$ cat src/rtl/midori_ti_q_layer.sv
// Serialized 3-share threshold implementation of the Midori64 quadratic S-box stage.
// NPC nibbles per share are transformed and rotated each RUN cycle; registers form the glitch barrier.
module midori_ti_q_layer #(
   parameter int NPC = 4
) (
   input  logic        clk,
   input  logic        rst,
   input  logic        start,
   input  logic [63:0] s0_in,
   input  logic [63:0] s1_in,
   input  logic [63:0] s2_in,
   output logic        busy,
   output logic        done,
   output logic [63:0] s0_out,
   output logic [63:0] s1_out,
   output logic [63:0] s2_out
);

   localparam int NRUN = 16 / NPC;
   localparam int CW   = (NRUN > 1) ? $clog2(NRUN) : 1;
   localparam int SW   = 4 * NPC;

   typedef enum logic [1:0] {ST_IDLE, ST_RUN, ST_DONE} state_t;

   state_t              state_reg, state_next;
   logic [CW-1:0]       count_reg, count_next;
   logic [2:0][63:0]    sh_reg, sh_next;
   logic [2:0][63:0]    rot;

   // Output share i of Q from input shares j and k only; share i never enters its own output.
   function automatic logic [3:0] q_share(input logic [3:0] xj, input logic [3:0] xk);
      logic [3:0] q;
      q[3] = xj[3];
      q[2] = xj[2];
      q[1] = xj[1] ^ (xj[3] & xj[2]) ^ (xj[3] & xk[2]) ^ (xk[3] & xj[2]);
      q[0] = xj[0] ^ (xj[2] & xj[1]) ^ (xj[2] & xk[1]) ^ (xk[2] & xj[1]);
      return q;
   endfunction

   genvar gi, gn;
   generate
      for (gi = 0; gi < 3; gi++) begin : g_share
         logic [SW-1:0] low_q;
         for (gn = 0; gn < NPC; gn++) begin : g_nib
            assign low_q[4*gn +: 4] = q_share(sh_reg[(gi+1)%3][4*gn +: 4],
                                              sh_reg[(gi+2)%3][4*gn +: 4]);
         end
         // Transformed nibbles re-enter at the top so NRUN rotations restore nibble order.
         if (NPC == 16) begin : g_full
            assign rot[gi] = low_q;
         end else begin : g_part
            assign rot[gi] = {low_q, sh_reg[gi][63:SW]};
         end
      end
   endgenerate

   always_ff @(posedge clk or posedge rst) begin
      if (rst) begin
         state_reg <= ST_IDLE;
         count_reg <= '0;
         sh_reg    <= '0;
      end else begin
         state_reg <= state_next;
         count_reg <= count_next;
         sh_reg    <= sh_next;
      end
   end

   always_comb begin
      state_next = state_reg;
      count_next = count_reg;
      sh_next    = sh_reg;
      case (state_reg)
         ST_IDLE: begin
            if (start) begin
               sh_next    = {s2_in, s1_in, s0_in};
               count_next = '0;
               state_next = ST_RUN;
            end
         end
         ST_RUN: begin
            sh_next = rot;
            if (count_reg == CW'(NRUN - 1)) begin
               state_next = ST_DONE;
            end else begin
               count_next = count_reg + 1'b1;
            end
         end
         ST_DONE: begin
            state_next = ST_IDLE;
         end
         default: begin
            state_next = ST_IDLE;
         end
      endcase
   end

   assign busy   = (state_reg != ST_IDLE);
   assign done   = (state_reg == ST_DONE);
   assign s0_out = sh_reg[0];
   assign s1_out = sh_reg[1];
   assign s2_out = sh_reg[2];

endmodule

$ cat config.mk
export PLATFORM = sky130hd
export DESIGN_NAME = midori_ti_q_layer
export DESIGN_NICKNAME = d
export VERILOG_FILES = /design/src/rtl/midori_ti_q_layer.sv
export SDC_FILE = /design/constraint.sdc
export NUM_CORES = 1
export LEC_CHECK = 0
export BUFFER_PORTS_ARGS = -buffer_cell sky130_fd_sc_hd__buf_2
export CORE_AREA = 2 2 151 153
export DETAILED_ROUTE_END_ITERATION = 8
export DIE_AREA = 0 0 153 155
export GPL_ROUTABILITY_DRIVEN = 0
export PLACE_DENSITY = 0.8
export RECOVER_POWER = 100
export SLEW_MARGIN = 20
export SYNTH_ARGS = -nofsm -noshare
export SYNTH_HDL_FRONTEND = slang
export SYNTH_SLANG_ARGS = --single-unit
$ cat constraint.sdc
create_clock -name clk -period 18.35 [get_ports clk]
set_input_delay 2.7525 -clock clk [delete_from_list [all_inputs] [get_ports clk]]
set_output_delay 2.7525 -clock clk [all_outputs]
set_load 0.02 [all_outputs]
==> flow_metrics.env <==
export IMPL_criticalPathCategory="primary input to async pin"
export IMPL_synthFlopType="dfrtp_1"
export IMPL_cpMaxStageDelayCell="clkinvlp_2"
export IMPL_n_fill_cell=2083
export IMPL_synth_seq_area_share_pct=47.5
export IMPL_status="finished with violations"
export IMPL_grt_max_degree=269
export IMPL_core_mm2=0.0222
export IMPL_cts_buffers_inserted=17
export IMPL_final_cell_mix="clkbuf_1 (197), dfrtp_1 (196), buf_2 (194)"
export IMPL_grt_pass1_vias=8670
export IMPL_ys_warn_count=0
export IMPL_critical_path_max_stage_delay_ps=3160
export IMPL_die_h_um=155
export IMPL_tritoncts="yes"
export IMPL_worst_slew_pin_slew_ps=9550
export IMPL_seq_area_mm2=0.00490
export IMPL_dieArea_mm2=0.0237
export IMPL_reg2reg_depth=3
export IMPL_antenna_left=0
export IMPL_cts_sinks=196
export IMPL_cts_root_buf="clkbuf_16"
export IMPL_leakage_nw=5.73
export IMPL_vias_per_cell=5.46
export IMPL_netlist_top_cells_area="dfrtp_1 (48%), mux2i_1 (15%), o21ai_1 (7.9%), nand2_1 (6.8%), nor2b_1 (2.3%)"
export IMPL_worst_r2r_setup_slack_ps=9420
export IMPL_clk_latency_ps=440
export IMPL_violations="max-capacitance violations, max-slew violations"
export IMPL_slew_viol_final=468
export IMPL_io_pins=389
export IMPL_synth_edf_count=0
export IMPL_drcViolationCount=0
export IMPL_cts_max_level=4
export IMPL_row_count=55
export IMPL_syn_cell_area_mm2=0.0103
export IMPL_startpoint_type="primary input"
export IMPL_yosys_area_top_type="dfrtp_1"
export IMPL_drive_above_1_share_pct=17.5
export IMPL_portBuffers=388
export IMPL_vdd_drop_max_v=0.000122
export IMPL_synth_seq_cells=196
export IMPL_drtIter0Drc=706
export IMPL_antenna_found_initial=6
export IMPL_syn_num_nets=1246
export IMPL_yosys_cell_types_count=40
export IMPL_multi_input_area_mm2=0.00481
export IMPL_cp_top_family="buffers and inverters"
export IMPL_mostFrequentLayoutCell="clkbuf_1"
export IMPL_period_minus_slack_ps=9130
export IMPL_num_vias=9142
export IMPL_dp_hpwl_um=24100
export IMPL_hold_class="flop to flop"
export IMPL_final_util_pct=56.0
export IMPL_syn_area_per_cell_um2=9.83
export IMPL_post_cts_resized=0
export IMPL_arrival_ps=8860
export IMPL_grt_usage_pct=26.7
export IMPL_cts_setup_buffers=0
export IMPL_clk_pin_slew_ps=80
export IMPL_cp_end_kind="async pin"
export IMPL_grt_ovfl_total=0
export IMPL_nets=1572
export IMPL_path_buf_inv=3
export IMPL_min_path_cells=2
export IMPL_start_util_pct=46.4
export IMPL_first_pass_iters=5
export IMPL_crit_start="rst"
export IMPL_routed_wirelength_um=32800
export IMPL_finalSetupTns_ps=0
export IMPL_area_growth_pct=20.7
export IMPL_setup_viol_count_final=0
export IMPL_power_density_mw_per_mm2=207
export IMPL_r2r_start="state_reg[1]"
export IMPL_grt_pass1_wl_um=49100
export IMPL_cp_max_fo=128
export IMPL_die_w_um=153
export IMPL_ys_async_sr_fraction_pct=100
export IMPL_wire_per_inst_um=19.6
export IMPL_yosys_area_top_type_share_pct=47.5
export IMPL_slew_limit_headroom_pct=-537
export IMPL_fin_skew_ps=12.8
export IMPL_max_freq_ghz=0.110
export IMPL_hold_viol=0
export IMPL_critical_path_cell_chain="buf_2 > clkinvlp_2 > clkbuf_1"
export IMPL_required_ps=18080
export IMPL_synthCells=1050
export IMPL_clockBufferDepth=2
export IMPL_cts_hold_repair_buffers=0
export IMPL_crit_path_end="s0_out[60]"
export IMPL_reg2reg_to="s0_out[5]"
export IMPL_drv_cap=3
export IMPL_fin_crit_sh_pct=49.8
export IMPL_rsz0062_at_grt="no"
export IMPL_cp_depth=3
==> logic make-up (layout without fill, tap and decap cells) <==
logic type / count (synthesis) / count (layout) / synth area share (%)
adders and majority gates: 1 / 1 / 0.121
AOI/OAI and AO/OA: 273 / 273 / 15.2
DFF: 196 / 196 / 47.5
other: 0 / 1 / 0
and+or+nand+nor: 295 / 295 / 13.2
muxes: 164 / 164 / 16.2
buffers and inverters: 100 / 439 / 5.91
xor gates and xnor gates: 21 / 21 / 1.78
==> worst reg2reg max path, delay by kind of cell (launching register included) <==
family          cells  cell delay (ps)
compound gates      1             1240
flops               1              470
buf+inv             1             6580
simple gates        1              130
==> per-layer routing <==
metal	global-route usage [%]	routed length, um
met5	0	38
met4	9.57	898
met3	6.32	2270
met2	43.9	15900
met1	34.9	13600
==> report_power, final <==
| group | switching (mW) | internal [mW] |
|---|---|---|
| clock | 0.189 | 0.195 |
| sequential | 0.314 | 0.656 |
| combinational | 0.774 | 0.445 |
==> area by class of cell <==
cell class,count,area share [%]
inverters,13,0.402
clock inverters,14,1.32
clock buffers,18,3.44
repair buffers,394,14.0
well taps,285,2.86
flip-flops and latches,196,39.4
diodes,1,0.0201
multi-input cells,754,38.6
==> Yosys cell counts (10+ instances only) <==
library cell	number
o21ai_1	162
buf_6	21
a211o_1	11
mux2i_1	157
buf_2	40
o211ai_1	14
xnor2_1	20
a31oi_1	14
dfrtp_1	196
a21oi_1	26
nand3_1	17
o21ai_0	10
nor2_1	17
clkbuf_1	19
inv_1	10
a211oi_1	18
nand2_1	186
nor2b_1	38
==> through the flow <==
step	power, mW	setup WS (ps)	hold WS (ps)	std cells	area, um^2
4_1_cts	2.62	12660	513	1674	12700
2_1_floorplan	1.79	10260	460	1050	10300
6_report	2.57	9220	503	1675	12500
3_3_place_gp	2.19	12250	474	1642	12100
5_1_grt	2.75	7800	533	1675	12500
3_5_place_dp	2.23	12210	494	1642	12100
==> worst min path at each step <==
stage / from / endpoint / slack, ps
6_report: s1_out[54] / s1_out[38] / 500
4_1_cts: s2_out[34] / s2_out[18] / 510
3_5_place_dp: s2_out[34] / s2_out[18] / 490
3_3_place_gp: count_reg[1] / count_reg[1] / 470
5_1_grt: s0_out[29] / s0_out[13] / 530
2_1_floorplan: count_reg[1] / count_reg[1] / 460
Power figures use the tool's default switching activity.
